### src/rtl/maze_move_resolver.sv
// maze_move_resolver: resolves one maze move per request against bounds and an external synchronous wall RAM
module maze_move_resolver #(
    parameter logic [5:0] START_POS = 6'o11,
    parameter logic [5:0] GOAL_POS = 6'o66,
    parameter logic [2:0] X_MAX = 3'd6,
    parameter logic [2:0] Y_MAX = 3'd6
) (
    input logic clock,
    input logic reset,
    input logic move_valid,
    input logic [1:0] move_dir,
    output logic move_ready,
    output logic [5:0] wall_addr,
    input logic wall_q,
    output logic [5:0] position,
    output logic result_valid,
    output logic result_legal,
    output logic at_goal,
    output logic [7:0] move_count
);
    typedef enum logic [1:0] {IDLE, LOOKUP, WAIT, COMMIT} state_t;
    state_t state, state_next;
    logic [5:0] cand, cand_next;
    logic [2:0] nx, ny;
    logic accept, legal;
    assign move_ready = (state == IDLE) && !at_goal;
    assign accept = move_valid && move_ready;
    assign result_valid = state == COMMIT;
    assign wall_addr = (state == LOOKUP || state == WAIT) ? cand : position;
    assign legal = cand[5:3] != 3'd0 && cand[5:3] <= X_MAX && cand[2:0] != 3'd0 && cand[2:0] <= Y_MAX && !wall_q;
    always_comb begin
        nx = move_dir == 2'd0 ? position[5:3] - 3'd1 : move_dir == 2'd1 ? position[5:3] + 3'd1 : position[5:3];
        ny = move_dir == 2'd2 ? position[2:0] - 3'd1 : move_dir == 2'd3 ? position[2:0] + 3'd1 : position[2:0];
        cand_next = accept ? {nx, ny} : cand;
        state_next = state == IDLE ? (accept ? LOOKUP : IDLE) :
                     state == LOOKUP ? WAIT :
                     state == WAIT ? COMMIT : IDLE;
    end
    always_ff @(posedge clock) begin
        if (reset) begin
            state <= IDLE;
            cand <= START_POS;
            position <= START_POS;
            result_legal <= 1'b0;
            at_goal <= START_POS == GOAL_POS;
            move_count <= 8'd0;
        end else begin
            state <= state_next;
            cand <= cand_next;
            if (state == WAIT) begin
                result_legal <= legal;
                if (legal) begin
                    position <= cand;
                    move_count <= move_count + {7'd0, move_count != 8'hff};
                    if (cand == GOAL_POS) at_goal <= 1'b1;
                end
            end
        end
    end
endmodule

### config.mk
export PLATFORM = sky130hd
export DESIGN_NAME = maze_move_resolver
export DESIGN_NICKNAME = d
export VERILOG_FILES = /design/src/rtl/maze_move_resolver.sv
export SDC_FILE = /design/constraint.sdc
export NUM_CORES = 1
export LEC_CHECK = 0
export ABC_CLOCK_PERIOD_IN_PS = 1950
export CAP_MARGIN = 20
export CORE_MARGIN = 3
export CORE_UTILIZATION = 50
export DETAILED_ROUTE_END_ITERATION = 10
export HOLD_SLACK_MARGIN = 0.1
export PLACE_DENSITY = 0.79
export SETUP_SLACK_MARGIN = 0.02
export SYNTH_ARGS = -nofsm -noshare
export SYNTH_HDL_FRONTEND = slang
export SYNTH_SLANG_ARGS = --single-unit
### constraint.sdc
create_clock -name clock -period 1.95 [get_ports clock]
set_clock_uncertainty 0.05 [all_clocks]
set_input_delay 0.195 -clock clock [delete_from_list [all_inputs] [get_ports clock]]
set_output_delay 0.195 -clock clock [all_outputs]
set_load 0.005 [all_outputs]
==> results.txt, run 1 <==
----------------------------------------------------
[Run status]
  Outcome ... finished clean

[Cells and area]
  NumNets Final ... 216
  Area Growth Syn to Fin ... 29.1%
  # diodes ... 0
  Share of post-route cells with drive strength above 1 ... 15.5%
  Filler cells ... 234

[Clock tree]
  CTS Sinks ... 24
  Maximum number of buffers from clock root to sink ... 2
  Clock root buffer ... sky130_fd_sc_hd__clkbuf_4
  H-tree Lvls ... 1
  Worst-Skew Late Latency ... 0.32 ns
  CTS tree ... built
  Clock transition time at the flip-flop clock pins of the worst setup and hold paths ... 0.14 ns
  Number of clock buffers inserted by TritonCTS ... 3

[Drt]
  Detailed Route WL ... 3400 um
  Avg Vias per Cell ... 5.91
  Total iterations of the first detailed-routing run ... 4
  Routed length per instance ... 14.8 um
  Remaining DRCs ... 0
  Count of antenna-violating nets left after detailed routing ... 0
  Routed via count ... 1359
  First-iteration detailed-routing DRC count ... 51

[Timing]
  Total Negative Setup Slacks ... 0 ns
  Final setup vio count ... 0
  Worst-Margin Slew ... 0.380 ns
  Max Fclk ... 0.537 GHz
  Tcrit/Tclk final ... 95.6%
  Final Critical Period ... 1.86 ns
  RSZ-0062 raised after global routing ... yes
  Final slew viol count ... 0
  Final Hold Fails ... 0
  Relative slew slack ... 74.6%

[Critical path]
  Data required time of the worst path ... around 1.7 ns
  Highest fanout seen on the critical path ... 6
  FF-to-FF Start ... move_count[4]$_SDFFE_PP0P_
  Endpoint of the lowest-slack register-to-register path ... move_count[6]$_SDFFE_PP0P_
  Type of the worst setup path ... flip-flop to output pin
  Critical path endpoint category ... output pin
  Arr. time, crit path ... around 1.6 ns
  Reg2reg path depth ... 7
  Reg2Reg Setup Slack ... 0.12 ns
  Startpoint class of the critical path ... flip-flop

[Synthesis]
  Synth warnings ... 0
  Flip-flop cell with the highest count after synthesis ... sky130_fd_sc_hd__dfxtp_1
  #FFs+latches synth ... 24
  Share of async-settable or async-resettable flops after synthesis ... 0%
  Mean post-synth cell area ... roughly 8.7 sq um
  Post-synth EDFFs ... 0
  Syn_nets ... 180
  Post-Syn Instances ... between 150 and 200
  Post-synthesis sequential area ratio ... 33.4%
  Number of distinct standard cells referenced by the synthesized netlist ... 38
  Post-synthesis instance area ... about 1400 sq um

[Power]
  Power density of the placed cells ... roughly 500 nW/um^2
  Clock network power share ... between 20% and 30%
  Design internal power ... 680 uW
  Worst IR drop on VDD ... 0.417 mV
  Gate power share ... 14.2%
  Sw Ratio ... 26.3%
  Psw ... between 200 and 250 uW
  Sequential group share of total power ... 57.0%
  Leak ... 0.000691 uW
  Power, Total ... 923 uW

[Place]
  Count of port buffers added during placement ... 29
  GPL Wtd Cong ... between 0.8 and 0.9
  Half-perimeter wire length of the detailed placement result ... 2550 um

[Die]
  Die Y ... 59.6 um
  Initial Util ... 55.1%
  Number of placed I/O pins ... 30
  Core Footprint ... around 2600 sq um
  Floorplan row count ... 18
  Die area ... roughly 3600 sq um
  Width of the chip ... 59.6 um

[Worst hold path]
  Cells on Worst Hold Path ... 2
  Critical hold path startpoint ... move_count[4]$_SDFFE_PP0P_
  Class of the worst hold path ... flip-flop to flip-flop
  Destination of the worst hold path ... move_count[4]$_SDFFE_PP0P_

[Global routing]
  Number of global-route vias before repair ... 1347
  Number of antenna violations at the first check in global routing ... 0
  Overflow after GRT ... 0
  Tot GR Track Use ... 21.9%
  Wire length of the first global-routing pass ... 5970 um
  Pin count of the biggest net entering global routing ... 16

[Run]
  Max-capacitance violation count ... 0

----------------------------------------------------
worst max-delay path, cell delays in order (launching register included):
cell                            delay (ns)
sky130_fd_sc_hd__dfxtp_2              0.36
sky130_fd_sc_hd__inv_1                0.06
sky130_fd_sc_hd__ha_4                 0.30
sky130_fd_sc_hd__mux2_2               0.33
sky130_fd_sc_hd__dlygate4sd2_1        0.26
registers in the layout (all words and copies together) (netlist names):
signal	cells
at_goal	1
move_count	8
position	6
state	2
cand	6
result_legal	1
power groups by stage:
stage | combinational [uW] | clock [uW] | sequential [uW]
3_3_place_gp | 120 | 0 | 535
4_1_cts | 127 | 274 | 525
2_1_floorplan | 82.1 | 0 | 526
3_5_place_dp | 124 | 0 | 536
5_1_grt | 145 | 299 | 529
6_report | 131 | 267 | 526
cells by family after synthesis:
logic type / Yosys count / synth area share [%]
AOI/OAI and AO/OA: 31 / 14.3
xor gates and xnor gates: 6 / 3.65
adders and majority gates: 9 / 7.83
buffers and inverters: 17 / 4.96
DFF: 24 / 33.4
muxes: 11 / 8.00
and+or+nand+nor: 67 / 27.8
cell usage after synthesis (3+ instances only):
cell,number,area [sq um]
sky130_fd_sc_hd__nand2_1,9,33.8
sky130_fd_sc_hd__mux2i_1,7,70.1
sky130_fd_sc_hd__xor2_1,3,26.3
sky130_fd_sc_hd__nand3_1,8,40.0
sky130_fd_sc_hd__inv_1,9,33.8
sky130_fd_sc_hd__clkbuf_1,7,26.3
sky130_fd_sc_hd__or4_1,6,45.0
sky130_fd_sc_hd__o31ai_1,5,37.5
sky130_fd_sc_hd__dfxtp_1,24,480
sky130_fd_sc_hd__nand2b_1,8,50.1
sky130_fd_sc_hd__o21ai_0,6,30.0
sky130_fd_sc_hd__nor2b_1,4,25.0
sky130_fd_sc_hd__ha_1,9,113
sky130_fd_sc_hd__mux2_2,4,45.0
sky130_fd_sc_hd__a21oi_1,7,35.0
sky130_fd_sc_hd__a211oi_1,6,45.0
sky130_fd_sc_hd__nor4_1,3,18.8
sky130_fd_sc_hd__xnor2_1,3,26.3
sky130_fd_sc_hd__nor2_1,12,45.0
metrics by stage:
| stage | instance area (sq um) | hold slack [ns] | setup slack, ns | std cells | util, % |
|---|---|---|---|---|---|
| floorplan | 1440 | 0.329 | 0.236 | 165 | - |
| global placement | 1780 | 0.436 | 0.0755 | 223 | 68.2 |
| detailed placement | 1780 | 0.454 | 0.0395 | 223 | 68.2 |
| CTS | 1830 | 0.473 | 0.0521 | 228 | 70.1 |
| global route | 1860 | 0.498 | 0.0127 | 230 | 71.1 |
| finish | 1860 | 0.461 | 0.0863 | 230 | 71.1 |
cell usage in the layout, fill, tap and decap left out, drive strengths merged:
master | Yosys | routed
nor3b | 1 | 1
and2 | 2 | 2
o311ai | 1 | 1
inv | 9 | 9
a41oi | 2 | 2
and3 | 1 | 1
nand4 | 2 | 2
xnor2 | 3 | 3
nor2 | 13 | 13
mux2 | 4 | 4
a211oi | 6 | 6
dlygate4sd2 | 0 | 5
nor2b | 4 | 4
nand3 | 9 | 9
o22ai | 1 | 1
clkdlybuf4s50 | 0 | 23
o21ai | 6 | 6
nand2 | 10 | 10
or3 | 4 | 4
or2b | 1 | 1
o41ai | 1 | 1
and2b | 1 | 1
mux2i | 7 | 7
and4 | 1 | 1
ha | 9 | 9
xor2 | 3 | 3
a21oi | 7 | 7
nand2b | 8 | 8
a211o | 2 | 2
nor3 | 1 | 1
buf | 1 | 10
or4 | 6 | 6
nor4 | 3 | 3
clkdlybuf4s15 | 0 | 1
dfxtp | 24 | 24
clkbuf | 7 | 4
o31ai | 5 | 5
worst max path at each step:
stage	start	end	slack (ns)
finish	state[1]$_SDFF_PP0_	wall_addr[2]	0.09
global route	move_count[5]$_SDFFE_PP0P_	move_count[6]$_SDFFE_PP0P_	0.01
CTS	state[0]$_SDFF_PP0_	wall_addr[2]	0.05
detailed placement	state[0]$_SDFF_PP0_	wall_addr[2]	0.04
global placement	state[1]$_SDFF_PP0_	wall_addr[2]	0.08
floorplan	move_count[4]$_SDFFE_PP0P_	move_count[6]$_SDFFE_PP0P_	0.24
metal layers:
metal	part of all wire, %	routed length (um)	up-vias	GRT usage [%]
met5	0	0	-	0
met4	3.4	114	0	12.0
met3	4.1	140	10	3.27
met2	50	1720	43	36.3
met1	42	1430	642	26.9
li1	-	-	664	-
layout make-up:
cell class | instances | area, sq um | share of cell area [%]
clock buffer | 4 | 36.3 | 1.95
inverter | 9 | 33.8 | 1.82
multi-input combinational | 124 | 908 | 48.9
sequential | 24 | 485 | 26.1
tap | 30 | 37.5 | 2.02
timing repair buffer | 39 | 357 | 19.2
timing repair:
action	in CTS	in global routing
gates cloned	0	0
pin swaps	2	1
gates resized for setup	14	6
setup endpoints to repair	6	8
hold endpoints to repair	0	0
setup buffers	1	2
hold buffers	0	0
No activity file was read; power rests on OpenSTA's default activity.
==> run 2, diff against run 1 <==
--- a/config.mk
+++ b/config.mk
@@ -5,7 +5,7 @@
 export SDC_FILE = /design/constraint.sdc
 export NUM_CORES = 1
 export LEC_CHECK = 0
-export ABC_CLOCK_PERIOD_IN_PS = 1950
+export ABC_CLOCK_PERIOD_IN_PS = 1900
 export CAP_MARGIN = 20
 export CORE_MARGIN = 3
 export CORE_UTILIZATION = 50
==> constraint.sdc (replaced) <==
create_clock -name clock -period 1.9 [get_ports clock]
set_clock_uncertainty 0.05 [all_clocks]
set_input_delay 0.19 -clock clock [delete_from_list [all_inputs] [get_ports clock]]
set_output_delay 0.19 -clock clock [all_outputs]
set_load 0.005 [all_outputs]
==> run 2 against run 1 <==
Non-clock buffer count is 6 higher. Critical endpoint is now position[4]$_SDFFE_PP0P_. Highest routed layer unchanged. Worst hold slack better by 0.0056 ns. Utilization is 4.5 points higher. Via count is 6.1% higher. Critical path type is now flip-flop to flip-flop. Sequential power is 2% higher.
==> results.txt, run 2 (same netlist as run 1, synthesis figures left out) <==
----------------------------------------------------
[Die]
  Floorplan row count ... 18 (unchanged)
  Width of the chip ... 59.6 um (unchanged)
  Die area ... 3560 sq um (unchanged)
  Core Footprint ... 2610 sq um (unchanged)
  Die Y ... 59.6 um (unchanged)
  Number of placed I/O pins ... 30 (unchanged)
  Initial Util ... 55.1% (unchanged)

[Cells and area]
  Largest registers ranked by flip-flop count ... move_count: 8 flops, cand: 6 flops, position: 6 flops (unchanged)
  Share of post-route cells with drive strength above 1 ... 24.2% (was 15.5%)
  Most frequent cells in the layout ... sky130_fd_sc_hd__clkdlybuf4s50_1 (23), sky130_fd_sc_hd__dfxtp_1 (21), sky130_fd_sc_hd__buf_4 (15) (was sky130_fd_sc_hd__clkdlybuf4s50_1 (23), sky130_fd_sc_hd__dfxtp_1 (20), sky130_fd_sc_hd__nor2_1 (12))
  Area Growth Syn to Fin ... 37.2% (was 29.1%)
  Commonest non-fill, non-tap cell in the layout ... sky130_fd_sc_hd__clkdlybuf4s50_1 (unchanged)
  # diodes ... 0 (unchanged)
  Largest register by flop count ... move_count (unchanged)
  Number of flip-flops under the largest register name ... 8 (unchanged)
  Final standard cell area without fillers ... 1970 sq um (was 1860 sq um)
  NumNets Final ... 223 (was 216)

[Place]
  Count of port buffers added during placement ... 29 (unchanged)
  Half-perimeter wire length of the detailed placement result ... 2800 um (was 2550 um)
  Total placed instance area ... 1830 sq um (was 1780 sq um)
  GPL Wtd Cong ... 0.901 (was 0.846)

[Clock tree]
  Clock transition time at the flip-flop clock pins of the worst setup and hold paths ... 0.14 ns (about the same)
  Number of clock buffers inserted by TritonCTS ... 3 (unchanged)
  Worst-Skew Late Latency ... 0.33 ns (was 0.32 ns)
  Maximum number of buffers from clock root to sink ... 2 (unchanged)
  Number of buffers added to fix hold violations after cts ... 0 (unchanged)
  CTS Sinks ... 24 (unchanged)
  CTS tree ... built (unchanged)
  H-tree Lvls ... 1 (unchanged)
  Clock root buffer ... sky130_fd_sc_hd__clkbuf_4 (unchanged)

[Global routing]
  Overflow after GRT ... 0 (unchanged)
  Number of antenna violations at the first check in global routing ... 0 (unchanged)
  Tot GR Track Use ... 23.2% (was 21.9%)
  Number of global-route vias before repair ... 1367 (was 1347)
  Pin count of the biggest net entering global routing ... 17 (was 16)
  Wire length of the first global-routing pass ... 6340 um (was 5970 um)

[Critical path]
  Worst path max stage delay ... 0.41 ns (was 0.36 ns)
  Cell with the biggest individual delay on the critical path ... sky130_fd_sc_hd__or4_1 (was sky130_fd_sc_hd__dfxtp_2)
  Arr. time, crit path ... 2.03 ns (was 1.62 ns)
  Type of the worst setup path ... flip-flop to flip-flop (was flip-flop to output pin)
  Cell seen most often among critical-path stages ... sky130_fd_sc_hd__buf_4
  Chain of cells forming the critical path ... buf_4 -> ha_1 -> and2b_2 -> nand3_4 -> buf_4 -> or4_1 -> o311ai_1 (was inv_1 -> ha_4 -> mux2_2 -> dlygate4sd2_1)
  Reg2reg path depth ... 7 (unchanged)
  Reg2Reg Setup Slack ... 0.06 ns (was 0.12 ns)
  Data required time of the worst path ... 2.09 ns (was 1.70 ns)
  Highest fanout seen on the critical path ... 7 (was 6)
  Startpoint class of the critical path ... flip-flop (unchanged)
  Endpoint of the lowest-slack register-to-register path ... position[4]$_SDFFE_PP0P_ (was move_count[6]$_SDFFE_PP0P_)
  FF-to-FF Start ... state[1]$_SDFF_PP0_ (was move_count[4]$_SDFFE_PP0P_)
  Critical path endpoint category ... flip-flop (was output pin)

[Timing]
  Final setup vio count ... 0 (unchanged)
  Tcrit/Tclk final ... 97.0%
  Final Critical Period ... 1.84 ns
  Relative slew slack ... 75.7% (was 74.6%)
  RSZ-0062 raised after global routing ... yes (unchanged)
  Worst-Margin Slew ... 0.364 ns (was 0.380 ns)
  Final Hold Fails ... 0 (unchanged)
  Max Fclk ... 0.543 GHz
  Total Negative Setup Slacks ... 0 ns (unchanged)
  Final slew viol count ... 0 (unchanged)

[Run status]
  Outcome ... finished clean (unchanged)

[Run]
  Max-capacitance violation count ... 0 (unchanged)

[Worst hold path]
  Critical hold path startpoint ... move_count[7]$_SDFFE_PP0P_ (was move_count[4]$_SDFFE_PP0P_)
  Destination of the worst hold path ... move_count[7]$_SDFFE_PP0P_ (was move_count[4]$_SDFFE_PP0P_)
  Class of the worst hold path ... flip-flop to flip-flop (unchanged)
  Cells on Worst Hold Path ... 2 (unchanged)

[Drt]
  Total iterations of the first detailed-routing run ... 5 (was 4)
  Avg Vias per Cell ... 6.08 (was 5.91)
  Routed length per instance ... 17.0 um (was 14.8 um)
  Remaining DRCs ... 0 (unchanged)
  Count of antenna-violating nets left after detailed routing ... 0 (unchanged)
  Routed via count ... 1442 (was 1359)
  Detailed Route WL ... 4020 um (was 3400 um)
  First-iteration detailed-routing DRC count ... 118 (was 51)

[Power]
  Leak ... 0.000728 uW (was 0.000691 uW)
  Worst IR drop on VDD ... 0.421 mV (was 0.417 mV)
  Power density of the placed cells ... 492 nW/um^2 (was 497 nW/um^2)

----------------------------------------------------
## run 2: final cells by class
cell class                      instances  area (sq um)
Multi-Input combinational cell        125           980
Fill cell                             197           638
Sequential cell                        24           487
Timing Repair Buffer                   45           400
Tap cell                               30          37.5
Clock buffer                            4          36.3
Inverter                                9          33.8
## run 2: metal layers
metal,track usage [%],wire [um]
met1,28.2,1600
met2,40.7,2110
met3,3.27,212
met4,9.18,98
met5,0,0
## run 2: how the worst max path moves through the flow
stage                               startpoint                         end  cells after the start
floorplan           move_count[4]$_SDFFE_PP0P_  move_count[6]$_SDFFE_PP0P_                      7
global placement                        wall_q  move_count[5]$_SDFFE_PP0P_                      5
detailed placement         state[1]$_SDFF_PP0_                wall_addr[1]                      6
CTS                 move_count[5]$_SDFFE_PP0P_  move_count[6]$_SDFFE_PP0P_                      7
global route        move_count[6]$_SDFFE_PP0P_  move_count[4]$_SDFFE_PP0P_                      7
finish                     state[1]$_SDFF_PP0_    position[4]$_SDFFE_PP0P_                      7
## run 2: power by group
group | internal [uW] | total, uW | leakage [uW] | switching, uW
Combinational | 74.3 | 154 | 0.000510 | 79.5
Clock | 118 | 283 | 0.0000210 | 165
Sequential | 515 | 535 | 0.000197 | 20.5
## run 2: what timing repair did
action | CTS | global route
gates resized for setup | 15 | 23
pin swaps | 1 | 4
setup endpoints to repair | 7 | 11
gates cloned | 0 | 1
setup buffers | 3 | 0
## run 2: worst max-delay path, delay by kind of cell (launching register included)
family | cells | cell delay, ns
DFF | 1 | 0.36
AOI/OAI and AO/OA | 1 | 0.10
buffers and inverters | 2 | 0.30
adders and majority gates | 1 | 0.18
and+or+nand+nor | 3 | 0.77
## run 2: stage by stage
| stage | std cells | setup slack, ns | power [uW] | utilization, % | hold slack (ns) |
|---|---|---|---|---|---|
| after floorplan | 165 | 0.186 | 624 | - | 0.324 |
| after global placement | 229 | 0.0708 | 679 | 69.9 | 0.443 |
| after detailed placement | 229 | 0.0146 | 686 | 69.9 | 0.448 |
| after CTS | 236 | 0.0301 | 957 | 72.3 | 0.468 |
| after global routing | 237 | 0.00112 | 1020 | 75.6 | 0.506 |
| final | 237 | 0.0577 | 972 | 75.6 | 0.466 |
==> run 3, diff against run 2 <==
--- a/config.mk
+++ b/config.mk
@@ -9,6 +9,7 @@
 export CAP_MARGIN = 20
 export CORE_MARGIN = 3
 export CORE_UTILIZATION = 50
+export CTS_CLUSTER_DIAMETER = 100
 export DETAILED_ROUTE_END_ITERATION = 10
 export HOLD_SLACK_MARGIN = 0.1
 export PLACE_DENSITY = 0.79
==> results of run 3 <==
No change in the layout: final DEF, timing and power equal those of run 2.
